**src/rtl/rgbled_chain_ctrl_if.sv**
```systemverilog
// -----------------------------------------------------------------------------
// rgbled_chain_ctrl_if
// Control/status bundle of the WS281x-style LED chain controller.
//   go_i          frame start request (honoured only while the controller idles)
//   refresh_en_i  continuous refresh: next frame starts as soon as one ends
//   wr_en_i       shadow colour write strobe
//   wr_idx_i      LED index of the write (indices >= NumLeds are dropped)
//   wr_data_i     colour word {G[7:0],R[7:0],B[7:0]}
//   busy_o        controller is not idle
//   frame_done_o  one-cycle pulse on the last cycle of the latch gap
//   dout_o        serial data towards the LED chain, active-high
// The "master" side drives requests and writes; the controller is the "slave".
// -----------------------------------------------------------------------------
interface rgbled_chain_ctrl_if #(
    parameter int IdxW = 2
);
    logic            go_i;
    logic            refresh_en_i;
    logic            wr_en_i;
    logic [IdxW-1:0] wr_idx_i;
    logic [23:0]     wr_data_i;
    logic            busy_o;
    logic            frame_done_o;
    logic            dout_o;

    modport master (
        output go_i, refresh_en_i, wr_en_i, wr_idx_i, wr_data_i,
        input  busy_o, frame_done_o, dout_o
    );

    modport slave (
        input  go_i, refresh_en_i, wr_en_i, wr_idx_i, wr_data_i,
        output busy_o, frame_done_o, dout_o
    );
endinterface

```
**src/rtl/rgbled_chain_ctrl.sv**
```systemverilog
// -----------------------------------------------------------------------------
// rgbled_chain_ctrl
// Serial RGB LED chain controller. Every LED has a shadow colour register that
// software may write at any time and an active register that is loaded from the
// shadow copy in the single LOAD cycle at the start of a frame. A frame then
// streams 24 bits per LED (LED 0 first, G7 first) as fixed-period pulses whose
// high time encodes the bit, followed by a low latch gap.
//   clk_i   system clock
//   rst_ni  asynchronous active-low reset
//   bus     rgbled_chain_ctrl_if.slave: go/refresh/shadow-write inputs,
//           busy/frame_done/dout outputs
// Frame length: 1 + 24*NumLeds*BitCycles + ResetCycles clocks.
// -----------------------------------------------------------------------------
module rgbled_chain_ctrl #(
    parameter int NumLeds     = 4,
    parameter int BitCycles   = 32,
    parameter int T0HCycles   = 10,
    parameter int T1HCycles   = 20,
    parameter int ResetCycles = 2000
) (
    input  logic                  clk_i,
    input  logic                  rst_ni,
    rgbled_chain_ctrl_if.slave    bus
);
    localparam int IdxW      = (NumLeds > 1) ? $clog2(NumLeds) : 1;
    localparam int MaxCycles = (BitCycles > ResetCycles) ? BitCycles : ResetCycles;
    localparam int CntW      = (MaxCycles > 1) ? $clog2(MaxCycles) : 1;

    localparam logic [CntW-1:0] BitLast = CntW'(BitCycles - 1);
    localparam logic [CntW-1:0] GapLast = CntW'(ResetCycles - 1);
    localparam logic [CntW-1:0] T0High  = CntW'(T0HCycles);
    localparam logic [CntW-1:0] T1High  = CntW'(T1HCycles);
    localparam logic [IdxW-1:0] LedLast = IdxW'(NumLeds - 1);

    // Pulse timing must leave a distinguishable '0', a longer '1' and a low tail.
    if (!(NumLeds >= 1 && T0HCycles > 0 && T0HCycles < T1HCycles && T1HCycles < BitCycles))
    begin : g_param_check
        $error("rgbled_chain_ctrl: need NumLeds>=1 and 0 < T0HCycles < T1HCycles < BitCycles");
    end

    typedef enum logic [1:0] {
        ST_IDLE,
        ST_LOAD,
        ST_BIT,
        ST_GAP
    } state_t;

    state_t          state_reg, state_next;
    logic [CntW-1:0] cnt_reg, cnt_next;
    logic [IdxW-1:0] led_reg, led_next;
    logic [4:0]      bit_reg, bit_next;
    logic            dout_reg, dout_next;
    logic            load_en;

    logic [23:0]     active_word [NumLeds];
    logic            cur_bit;
    logic [CntW-1:0] high_len;
    logic            last_bit;

    // ---------------------------------------------------------------------
    // Per-LED colour storage. The whole active set must be copied in one
    // cycle, so these are plain registers rather than a RAM.
    // ---------------------------------------------------------------------
    genvar gi;
    generate
        for (gi = 0; gi < NumLeds; gi++) begin : g_led
            logic [23:0] shadow_reg;
            logic [23:0] active_reg;

            always_ff @(posedge clk_i or negedge rst_ni) begin
                if (!rst_ni) begin
                    shadow_reg <= '0;
                    active_reg <= '0;
                end else begin
                    // Out-of-range indices never match any LED and are dropped.
                    if (bus.wr_en_i && (bus.wr_idx_i == IdxW'(gi))) begin
                        shadow_reg <= bus.wr_data_i;
                    end
                    // Copies the pre-write shadow value: a write landing on the
                    // same edge only reaches the next frame.
                    if (load_en) begin
                        active_reg <= shadow_reg;
                    end
                end
            end

            assign active_word[gi] = active_reg;
        end
    endgenerate

    assign cur_bit  = active_word[led_reg][bit_reg];
    assign high_len = cur_bit ? T1High : T0High;
    assign last_bit = (bit_reg == 5'd0) && (led_reg == LedLast);

    // ---------------------------------------------------------------------
    // Frame sequencer
    // ---------------------------------------------------------------------
    always_ff @(posedge clk_i or negedge rst_ni) begin
        if (!rst_ni) begin
            state_reg <= ST_IDLE;
            cnt_reg   <= '0;
            led_reg   <= '0;
            bit_reg   <= '0;
            dout_reg  <= 1'b0;
        end else begin
            state_reg <= state_next;
            cnt_reg   <= cnt_next;
            led_reg   <= led_next;
            bit_reg   <= bit_next;
            dout_reg  <= dout_next;
        end
    end

    // dout_next is the line level for the cycle that follows, so the pin is
    // driven straight from a flop. Every bit period opens high because
    // T0HCycles > 0, whatever the bit value.
    always_comb begin
        state_next = state_reg;
        cnt_next   = cnt_reg;
        led_next   = led_reg;
        bit_next   = bit_reg;
        dout_next  = 1'b0;
        load_en    = 1'b0;

        unique case (state_reg)
            ST_IDLE: begin
                if (bus.go_i || bus.refresh_en_i) begin
                    state_next = ST_LOAD;
                end
            end

            ST_LOAD: begin
                load_en    = 1'b1;
                led_next   = '0;
                bit_next   = 5'd23;
                cnt_next   = '0;
                state_next = ST_BIT;
                dout_next  = 1'b1;
            end

            ST_BIT: begin
                if (cnt_reg == BitLast) begin
                    cnt_next = '0;
                    if (last_bit) begin
                        state_next = ST_GAP;
                    end else begin
                        dout_next = 1'b1;
                        if (bit_reg == 5'd0) begin
                            bit_next = 5'd23;
                            led_next = led_reg + IdxW'(1);
                        end else begin
                            bit_next = bit_reg - 5'd1;
                        end
                    end
                end else begin
                    cnt_next  = cnt_reg + CntW'(1);
                    dout_next = ((cnt_reg + CntW'(1)) < high_len);
                end
            end

            ST_GAP: begin
                if (cnt_reg == GapLast) begin
                    cnt_next   = '0;
                    state_next = bus.refresh_en_i ? ST_LOAD : ST_IDLE;
                end else begin
                    cnt_next = cnt_reg + CntW'(1);
                end
            end

            default: begin
                state_next = ST_IDLE;
            end
        endcase
    end

    assign bus.dout_o       = dout_reg;
    assign bus.busy_o       = (state_reg != ST_IDLE);
    assign bus.frame_done_o = (state_reg == ST_GAP) && (cnt_reg == GapLast);

endmodule
```
**src/flat_wrapper.sv**
```systemverilog
// flat-port wrapper written by rule: the top's interface ports become plain ports
module rgbled_chain_ctrl_flat 
#(
    parameter int NumLeds     = 4,
    parameter int BitCycles   = 32,
    parameter int T0HCycles   = 10,
    parameter int T1HCycles   = 20,
    parameter int ResetCycles = 2000
)
  (clk_i, rst_ni, bus_go_i, bus_refresh_en_i, bus_wr_en_i, bus_wr_idx_i, bus_wr_data_i, bus_busy_o, bus_frame_done_o, bus_dout_o);
  rgbled_chain_ctrl_if bus_i ();
  input  logic clk_i;
  input  logic rst_ni;
  input wire logic [$bits(bus_i.go_i)-1:0] bus_go_i;
  input wire logic [$bits(bus_i.refresh_en_i)-1:0] bus_refresh_en_i;
  input wire logic [$bits(bus_i.wr_en_i)-1:0] bus_wr_en_i;
  input wire logic [$bits(bus_i.wr_idx_i)-1:0] bus_wr_idx_i;
  input wire logic [$bits(bus_i.wr_data_i)-1:0] bus_wr_data_i;
  output wire logic [$bits(bus_i.busy_o)-1:0] bus_busy_o;
  output wire logic [$bits(bus_i.frame_done_o)-1:0] bus_frame_done_o;
  output wire logic [$bits(bus_i.dout_o)-1:0] bus_dout_o;
  assign bus_i.go_i = bus_go_i;
  assign bus_i.refresh_en_i = bus_refresh_en_i;
  assign bus_i.wr_en_i = bus_wr_en_i;
  assign bus_i.wr_idx_i = bus_wr_idx_i;
  assign bus_i.wr_data_i = bus_wr_data_i;
  assign bus_busy_o = bus_i.busy_o;
  assign bus_frame_done_o = bus_i.frame_done_o;
  assign bus_dout_o = bus_i.dout_o;
  rgbled_chain_ctrl #(.NumLeds(NumLeds), .BitCycles(BitCycles), .T0HCycles(T0HCycles), .T1HCycles(T1HCycles), .ResetCycles(ResetCycles)) u_core (.clk_i(clk_i), .rst_ni(rst_ni), .bus(bus_i));
endmodule
```
**config.mk**
```make
export PLATFORM = sky130hd
export DESIGN_NAME = rgbled_chain_ctrl_flat
export DESIGN_NICKNAME = d
export VERILOG_FILES = /design/src/rtl/rgbled_chain_ctrl_if.sv /design/src/rtl/rgbled_chain_ctrl.sv /design/src/flat_wrapper.sv
export SDC_FILE = /design/constraint.sdc
export NUM_CORES = 1
export LEC_CHECK = 0
export CAP_MARGIN = 10
export CORE_MARGIN = 2
export CORE_UTILIZATION = 45
export CTS_CLUSTER_DIAMETER = 50
export CTS_CLUSTER_SIZE = 30
export DETAILED_ROUTE_END_ITERATION = 8
export PLACE_DENSITY = 0.7
export SKIP_LAST_GASP = 1
export SYNTH_ARGS = -nofsm -noshare
export SYNTH_HDL_FRONTEND = slang
export SYNTH_SLANG_ARGS = --single-unit
export TNS_END_PERCENT = 30
```
**constraint.sdc**
```tcl
create_clock -name clk_i -period 3.4 [get_ports clk_i]
set_clock_uncertainty 0.05 [all_clocks]
set_input_delay 0.85 -clock clk_i [delete_from_list [all_inputs] [get_ports clk_i]]
set_output_delay 0.85 -clock clk_i [all_outputs]
set_load 0.05 [all_outputs]
```
# Word-level counts from Yosys, hierarchy flattened
# Index checks and enable logic that the tools add are counted.
[word_totals]
out_inout_bits = 3
word_cells = 78
ff_bits = 213
[op_classes]
n_reduce_logical = 16
mux = 27
bitwise_logic = 1
n_addsub = 3
order_cmp = 3
n_eq_ne = 15
[ops]
columns = ["operator", "count"]
rows = [
  ["24-bit binary-select mux with 2-bit select", 1],
  ["24-bit two-way mux", 2],
  ["11-bit case mux with 3 select lines", 1],
  ["11-bit two-way mux", 2],
  ["5-bit two-way mux", 4],
  ["2-bit two-way mux", 7],
  ["11-bit by 1-bit adder with 11-bit output, second input constant", 1],
  ["11-bit == test, second input constant", 1],
  ["11-bit by 5-bit == test with 1-bit output, second input constant", 1],
  ["11-bit < comparator", 1],
  ["2-bit == test, second input constant", 5],
  ["2-bit by 1-bit != test with 1-bit output, second input constant", 5],
  ["5-bit case mux with 2 select lines", 1],
  ["2-bit case mux with 4 select lines", 1],
  ["4-bit AND reduction", 2],
  ["1-bit logical AND", 6],
  ["5-bit by 6-bit < comparator with 1-bit output, second input constant", 1],
  ["1-bit binary-select mux with 5-bit select", 1],
  ["5-bit zero test", 1],
  ["1-bit two-way mux", 5],
  ["5-bit by 1-bit subtractor with 5-bit output, second input constant", 1],
  ["2-bit by 1-bit == test with 1-bit output, second input constant", 2],
  ["2-bit zero test", 2],
  ["2-bit case mux with 2 select lines", 1],
  ["other kinds (9)", 10],
]

# Depth between registers and ports, before layout
# Gate-level depths: netlist (run 1).
[logic_depth]
ltp_word = 10
depth_mapped = 15
ltp_nobuf = 12

# Worst setup path after synthesis (run 1)
# Ideal clock, no wire load.
[synth_path]
path_type = "register to register"
start = "register u_core.led_reg[1]"
end = "register u_core.dout_reg, in the netlist u_core.bus.dout_o"
path_stages_with_launch = 16
setup_time_ns = 0.077
period_less_slack_ns = 3.263
path_buffers = 3
arrival_ns = 3.136
path_slack_ns = 0.137
cell_sequence = "dfrtp_1 clkbuf_1 buf_2 buf_4 mux2i_1 a2bb2oi_1 a211oi_1 a311oi_1 or3b_4 inv_1 ha_1 a211oi_1 o211ai_1 a2111oi_0 nand2_1 o21ai_1"
[synth_via]
elab_chain_cells = 10
word_cells_on_any_way = 13
classes_between = "order compare: 1; eq/ne: 1; mux: 9; bitwise: 1; reduce/logical: 1"
[synth_lines]
columns = ["item", "line", "text"]
rows = [
  ["from (decl)", "rgbled_chain_ctrl.sv:50", "logic [IdxW-1:0] led_reg, led_next;"],
  ["from (signal assigned)", "rgbled_chain_ctrl.sv:108", "led_reg <= led_next;"],
  ["2-bit NOT with 3-bit output (not written as such)", "rgbled_chain_ctrl.sv:91", "assign cur_bit = active_word[led_reg][bit_reg];"],
  ["24-bit binary-select mux with 2-bit select", "rgbled_chain_ctrl.sv:91", ""],
  ["24-bit two-way mux (not written as such) (2 in series)", "rgbled_chain_ctrl.sv:91", ""],
  ["1-bit binary-select mux with 5-bit select", "rgbled_chain_ctrl.sv:91", ""],
  ["1-bit two-way mux (not written as such)", "rgbled_chain_ctrl.sv:91", ""],
  ["5-bit two-way mux", "rgbled_chain_ctrl.sv:92", "assign high_len = cur_bit ? T1High : T0High;"],
  ["11-bit < comparator", "rgbled_chain_ctrl.sv:157", "dout_next = ((cnt_reg + CntW'(1)) < high_len);"],
  ["1-bit two-way mux *", "rgbled_chain_ctrl.sv:142", "if (cnt_reg == BitLast) begin"],
  ["1-bit case mux with 2 select lines *", "rgbled_chain_ctrl.sv:125", "unique case (state_reg)"],
  ["named net u_core.dout_next", "rgbled_chain_ctrl.sv:52", "logic dout_reg, dout_next;"],
  ["to (signal assigned)", "rgbled_chain_ctrl.sv:110", "dout_reg <= dout_next;"],
  ["to (decl)", "rgbled_chain_ctrl.sv:52", ""],
]
# The timed path passes the listed nets; every way through them passes the cells marked *. The select of a mux whose other input is x is not followed.
# A chain may end at the register's enable or synchronous reset.

# Worst setup path after layout (run 1)
[layout_path]
start = "register u_core.led_reg[0]"
end = "register u_core.dout_reg, in the netlist u_core.bus.dout_o"
# Same word-level chain as after synthesis.

==> flow_summary_export.csv, run 1 <==
group,metric,value,unit
run_status,outcome,"finished with violations",
run_status,violations,"negative setup slack",
route,firstDrtPassIters,4,
clock_tree,clkSinkCount,213,
clock_tree,clk_latency,0.51,ns
timing,finalHoldViolCount,0,
layout,nets,742,
die,die_h,149,um
die,boundaryPins,34,
worst_setup_path,cp-start-kind,"register",
layout,final_area,10900,um^2
layout,fin_cells,987,
synth,netlist.area_leader.share,0.566,
clock_tree,post_cts_buffers,0,
route,wire_per_inst,19.5,um
timing,maxSlewViolCount,0,
global_route,antenna_found_initial,0,
min_path,worstHoldPathType,"input port to asynchronous set/reset pin",
die,placeableCoreArea,20400,um^2
synth,synthAdderAreaFrac,0.0146,
timing,finalSetupViolCount,1,
clock_tree,clockRootBuffer,"clkbuf_16",
clock_tree,cts_tree,"yes",
route,drc,0,
synth,ys_ff_latch,213,
die,start_util,0.463,
layout,fillers,1649,
clock_tree,clk_pin_slew,0.07,ns
timing,post-route-min-period,3.53,ns
layout,diodes,0,
worst_setup_path,rr_endpoint,"u_core.bus.dout_o$_DFF_PN0_",
place,dpl.hpwl,12600,um
route,wirelength,19200,um
route,num_vias,5588,
timing,max_clock_freq,0.283,GHz
synth,synth.net_count,706,
synth,netlist_instances,664,
synth,ys_seq_area_frac,0.566,
worst_setup_path,crit_fanout,19,
global_route,grt_first_pass_wirelength,32300,um
route,via_per_inst,5.66,
place,gp_congestion,0.854,
clock_tree,clockBufferDepth,3,
layout,drive_gt1_frac,0.384,
synth,yosysTopAreaCell,"dfrtp_1",
timing,max_slew_margin,0.511,
power,power.density,523,nW/um^2
synth,synth_compound_area_frac,0.0509,
die,die_w,149,um
layout,seq_area,5330,um^2
synth,synthSimpleGateAreaFrac,0.0461,
die,rows,52,
synth,synth_area,9420,um^2
synth,synth.distinct_cells,56,
power,power,5.70,mW
global_route,grt_max_degree,88,
timing,worstMarginPinSlew,0.734,ns
timing,setup_tns,-0.130,ns
place,io_buffer_count,33,
clock_tree,hold_buffers,0,
layout,syn2layout_area_growth,15.6,%
worst_setup_path,worstPathArrival,3.90,ns
global_route,grt_usage,0.182,
timing,fin_crit_sh,1.04,
worst_setup_path,r2r_cells,14,
synth,yosys_warnings,0,
synth,synth.most_common_cell,"dfrtp_1",
synth,synth-async-reset-ratio,1.00,
die,dieArea,22100,um^2
timing,fin_ws,-0.130,ns
synth,synth_common_cells,"dfrtp_1, mux2_2, clkbuf_1",
synth,synthMuxAreaShare,0.295,
clock_tree,h-tree-depth,1,
worst_setup_path,timing.rr.start,"u_core.led_reg[0]$_DFFE_PN0P_",
synth,syn_avg_cell_area,14.2,um^2
worst_setup_path,r2r_slack,-0.13,ns
synth,synth_area_leaders,"dfrtp_1, mux2_2, mux4_2",
worst_setup_path,endpoint_kind,"register",
route,detail-route-antenna-nets,0,
place,place_area,10100,um^2
global_route,overflow,0,
global_route,grt_pass1_vias,6229,
timing,rsz0062_at_grt,"true",
power,leakagePower,4.84,nW
timing,hold_ws,0.332,ns
worst_setup_path,cp.required,3.77,ns
synth,synth_top_family_by_area,"multiplexers",
synth,synth_enable_flop_cells,0,
synth,synthXorXnorAreaFrac,0.00465,
route,drtIter0Drc,308,
layout,multiInputGateArea,3910,um^2
place,dp_cells,945,
worst_setup_path,critPathKind,"register to register",
synth,synthFlopType,"dfrtp_1",
clock_tree,numCtsBuffers,23,
flow_run,cap_viol_max_count,0,
power,worst_ir_drop_vdd,0.000398,V
[cell type report]
class	count	area share
Sequential cell	213	0.489
Multi-Input combinational cell	399	0.359
Clock buffer	27	0.0542
Timing Repair Buffer	50	0.0468
Tap cell	270	0.0310
Clock inverter	15	0.0155
Inverter	13	0.00448
[cell families after synthesis]
| logic type | count (synthesis) |
|---|---|
| multiplexers | 235 |
| flip-flops | 213 |
| AND/OR/NAND/NOR | 79 |
| AO/OA/AOI/OAI | 69 |
| buffers and inverters | 52 |
| adder cells (fa/ha/maj) | 11 |
| XOR/XNOR | 5 |
[timing repair]
item	CTS	global route
setup endpoints to repair	2	1
hold endpoints to repair	0	0
resized for setup	6	1
[critical path: stages, from the launching register on]
cell and delay [ns]:
dfrtp_1 0.39, buf_12 0.18, mux4_2 0.51, a2bb2oi_1 0.15
a211oi_2 0.29, a311oi_1 0.08, or3b_4 0.44, inv_1 0.08
ha_1 0.25, a211oi_2 0.22, o211ai_1 0.17, a2111oi_2 0.26
buf_4 0.17, nand2_1 0.04, o21ai_1 0.13
[power breakdown]
group	switching (mW)	leakage [nW]	internal [mW]
Clock	1.05	0.361	1.43
Sequential	0.115	2.73	2.75
Combinational	0.144	1.75	0.208
[cell usage in the layout (no fill, tap or decap), drive strengths merged, types with 3 or more instances in the layout]
cell type	instances
clkinv	5
a21oi	7
o21ai	17
buf	17
a2bb2oi	3
a31oi	5
dfrtp	213
clkinvlp	3
o31ai	4
nor2	13
mux2	198
mux4	14
and2	7
nor3b	3
nand4	5
a22oi	6
a22o	4
nor3	3
nor2b	4
nand3	10
a211oi	3
inv	18
clkbuf	28
xnor2	3
clkdlybuf4s50	31
nand2	19
mux2i	23
ha	11
and3	3
[through the flow]
stage,util,worst slack [ns]
global route,0.535,-0.309
detailed placement,0.497,-0.369
floorplan,-,0.137
CTS,0.535,-0.150
finish,0.535,-0.130
global placement,0.497,-0.00129
[layer usage]
metal | share of wire | global-route usage | up-vias
li1 | - | - | 2524
met1 | 0.44 | 0.241 | 2916
met2 | 0.51 | 0.317 | 118
met3 | 0.041 | 0.0288 | 30
met4 | 0.017 | 0.0448 | 0
met5 | 0 | 0 | -
[worst max-delay path by stage]
stage                                       start                           to  slack, ns  cells past startpoint
floorplan           u_core.led_reg[1]$_DFFE_PN0P_  u_core.bus.dout_o$_DFF_PN0_       0.14                     15
global placement    u_core.led_reg[0]$_DFFE_PN0P_  u_core.bus.dout_o$_DFF_PN0_     -0.001                     14
detailed placement  u_core.led_reg[0]$_DFFE_PN0P_  u_core.bus.dout_o$_DFF_PN0_      -0.37                     14
CTS                 u_core.led_reg[0]$_DFFE_PN0P_  u_core.bus.dout_o$_DFF_PN0_      -0.15                     14
global route        u_core.led_reg[0]$_DFFE_PN0P_  u_core.bus.dout_o$_DFF_PN0_      -0.31                     14
finish              u_core.led_reg[0]$_DFFE_PN0P_  u_core.bus.dout_o$_DFF_PN0_      -0.13                     14
No activity file was read; power rests on OpenSTA's default activity.
==> run 2, diff against run 1 <==
--- a/config.mk
+++ b/config.mk
@@ -11,8 +11,10 @@
 export CTS_CLUSTER_DIAMETER = 50
 export CTS_CLUSTER_SIZE = 30
 export DETAILED_ROUTE_END_ITERATION = 8
+export HOLD_SLACK_MARGIN = 0.08
 export PLACE_DENSITY = 0.7
 export SKIP_LAST_GASP = 1
+export SLEW_MARGIN = 30
 export SYNTH_ARGS = -nofsm -noshare
 export SYNTH_HDL_FRONTEND = slang
 export SYNTH_SLANG_ARGS = --single-unit
==> results of run 2 <==
The final DEF is identical to that of run 1; final timing and power are the same.
==> run 3, diff against run 2 <==
--- a/config.mk
+++ b/config.mk
@@ -12,7 +12,7 @@
 export CTS_CLUSTER_SIZE = 30
 export DETAILED_ROUTE_END_ITERATION = 8
 export HOLD_SLACK_MARGIN = 0.08
-export PLACE_DENSITY = 0.7
+export PLACE_DENSITY = 0.68
 export SKIP_LAST_GASP = 1
 export SLEW_MARGIN = 30
 export SYNTH_ARGS = -nofsm -noshare
==> constraint.sdc (replaced) <==
create_clock -name clk_i -period 3.7 [get_ports clk_i]
set_clock_uncertainty 0.05 [all_clocks]
set_input_delay 0.925 -clock clk_i [delete_from_list [all_inputs] [get_ports clk_i]]
set_output_delay 0.925 -clock clk_i [all_outputs]
set_load 0.05 [all_outputs]
==> run 3 against run 2 <==
Sequential power down 8.4%. Critical path depth down 9. Clock-buffer cell count down 4. First-iteration DRC count down 16%. Register-to-register slack better by 0.33 ns. Flip-flop and latch count unchanged. Core utilization down 0.50 points. Largest cell class unchanged. Worst hold slack better by 0.022 ns. Setup slack better by 0.28 ns. Die area unchanged. Clock power down 10%. The flow now finishes without violations. Global-route usage up 0.078 points. Highest routed layer unchanged.
==> flow_summary_export.csv, run 3 (synthesis gave the netlist of run 1 again) <==
group,metric,value,unit
run_status,outcome,"finished, final reports clean",
worst_setup_path,cp-start-kind,"register",
layout,diodes,0,
clock_tree,h-tree-depth,1,
worst_setup_path,max_stage_delay,0.79,ns
die,die_h,149,um
route,firstDrtPassIters,4,
place,gp_congestion,0.832,
power,power.density,479,nW/um^2
worst_setup_path,path_buf_inv,1,
timing,fin_crit_sh,0.958,
die,rows,52,
min_path,worstHoldPathType,"input port to asynchronous set/reset pin",
layout,post-route-util,0.530,
global_route,grt_use_met1,0.251,
clock_tree,cts_tree,"yes",
clock_tree,clockBufferDepth,3,
global_route,antenna_found_initial,0,
timing,rsz0062_at_grt,"false",
layout,syn2layout_area_growth,14.6,%
timing,worstMarginPinSlew,0.891,ns
worst_setup_path,crit_slowest_cell,"clkdlybuf4s50_1",
die,die_w,149,um
worst_setup_path,path_cells,"ha_1 > nand4b_1 > nor4_1 > and2_1 > clkdlybuf4s50_1",
timing,finalSetupViolCount,0,
global_route,grt_pass1_vias,6010,
timing,maxSlewViolCount,0,
timing,fin_ws,0.154,ns
layout,final_cell_mix,"dfrtp_1, mux2_2, clkdlybuf4s50_1",
timing,post-route-min-period,3.55,ns
route,detail-route-antenna-nets,0,
layout,fillers,1646,
worst_setup_path,path_delay_family,"buffers and inverters",
clock_tree,clk_pin_slew,0.06,ns
clock_tree,numCtsBuffers,21,
place,pre_cts_slack,0.0104,ns
layout,seq_area,5330,um^2
global_route,grt_busiest_layer,"met2",
layout,drive_gt1_frac,0.378,
worst_setup_path,cp.required,2.72,ns
worst_setup_path,crit_fanout,6,
power,worst_ir_drop_vdd,0.000474,V
clock_tree,clkSinkCount,213,
layout,final_common_cell,"dfrtp_1",
place,io_buffer_count,33,
flow_run,cap_viol_max_count,0,
place,dpl.hpwl,12400,um
route,drc,0,
layout,nets,735,
timing,max_clock_freq,0.282,GHz
route,num_vias,5537,
die,start_util,0.463,
worst_setup_path,worstPathArrival,2.57,ns
worst_setup_path,critPathKind,"register to output port",
layout,multiInputGateArea,3890,um^2
global_route,overflow,0,
route,wirelength,19500,um
timing,setup_tns,0,ns
timing,finalHoldViolCount,0,
global_route,grt_first_pass_wirelength,32200,um
die,dieArea,22100,um^2
clock_tree,clockRootBuffer,"clkbuf_16",
global_route,grt_use_met2,0.305,
power,power,5.18,mW
die,placeableCoreArea,20400,um^2
route,via_per_inst,5.67,
route,drtIter0Drc,259,
global_route,grt_usage,0.183,
worst_setup_path,endpoint_kind,"output port",
clock_tree,clk_latency,0.51,ns
route,wire_per_inst,19.9,um
timing,max_slew_margin,0.406,
die,boundaryPins,34,
global_route,grt_max_degree,91,
power,leakagePower,4.79,nW
global_route,met3_usage,0.0319,
run 3: cell types whose count changed in the layout (fill, tap and decap cells not counted), sizes merged, moves of 2 or more:
cell	delta
buf	-5
clkinv	-2
inv	+2
clkbuf	-4
run 3: worst reg2reg max path: stages (launching register included):
cell	delay, ns
dfrtp_1	0.41
buf_12	0.21
mux4_2	0.54
a2bb2oi_1	0.15
a211oi_1	0.28
a311oi_1	0.09
or3b_4	0.45
inv_1	0.10
ha_1	0.24
a211oi_1	0.22
o211ai_1	0.17
a2111oi_2	0.32
nand2_1	0.09
o21ai_1	0.12
run 3: power breakdown:
group / total, mW / switching, mW / internal (mW)
clock network: 2.22 / 0.969 / 1.26
registers: 2.63 / 0.100 / 2.53
logic: 0.323 / 0.132 / 0.191
total: 5.18 / 1.20 / 3.97
run 3: area by class of cell:
cell class	count	share of cell area
Clock buffer	23	0.0512
Clock inverter	14	0.0156
Inverter	13	0.00452
Multi-Input combinational cell	399	0.361
Sequential cell	213	0.494
Tap cell	270	0.0313
Timing Repair Buffer	45	0.0428
run 3: repair_timing:
item / CTS / global route
buffers inserted: 0 / 0
hold endpoints to repair: 0 / 0
hold buffers: 0 / 0
gates resized for setup: 1 / 1
endpoints found under the setup margin: 1 / 1
run 3: path summary, 6_finish.rpt:
kind / startpoint / cells after the start / slack [ns] / endpoint
setup reg to reg: u_core.led_reg[0]$_DFFE_PN0P_ / 13 / 0.20 / u_core.bus.dout_o$_DFF_PN0_
max in group asynchronous: rst_ni / 2 / 2.27 / u_core.g_led[0].shadow_reg[17]$_DFFE_PN0P_
min in group clk_i: u_core.g_led[2].shadow_reg[0]$_DFFE_PN0P_ / 1 / 0.45 / u_core.g_led[2].active_reg[0]$_DFFE_PN0N_
hold / removal: rst_ni / 1 / 0.35 / u_core.g_led[0].shadow_reg[0]$_DFFE_PN0P_
hold reg to reg: u_core.g_led[2].shadow_reg[0]$_DFFE_PN0P_ / 1 / 0.45 / u_core.g_led[2].active_reg[0]$_DFFE_PN0N_
setup / recovery: u_core.cnt_reg[0]$_DFFE_PN0P_ / 5 / 0.15 / bus_frame_done_o
run 3: layer usage:
| layer | routed length [um] | vias up | part of all wire |
|---|---|---|---|
| met1 | 8760 | 2907 | 0.45 |
| li1 | - | 2501 | - |
| met5 | 0 | - | 0 |
| met4 | 397 | 0 | 0.020 |
| met2 | 9570 | 93 | 0.49 |
| met3 | 735 | 36 | 0.038 |
run 3: through the flow:
stage | area, um^2 | cells | hold slack, ns
6_report | 10800 | 977 | 0.354
5_1_grt | 10800 | 977 | 0.394
4_1_cts | 10800 | 977 | 0.382
3_5_place_dp | 10100 | 940 | 0.437
3_3_place_gp | 10100 | 940 | 0.430
2_1_floorplan | 9420 | 664 | 0.423
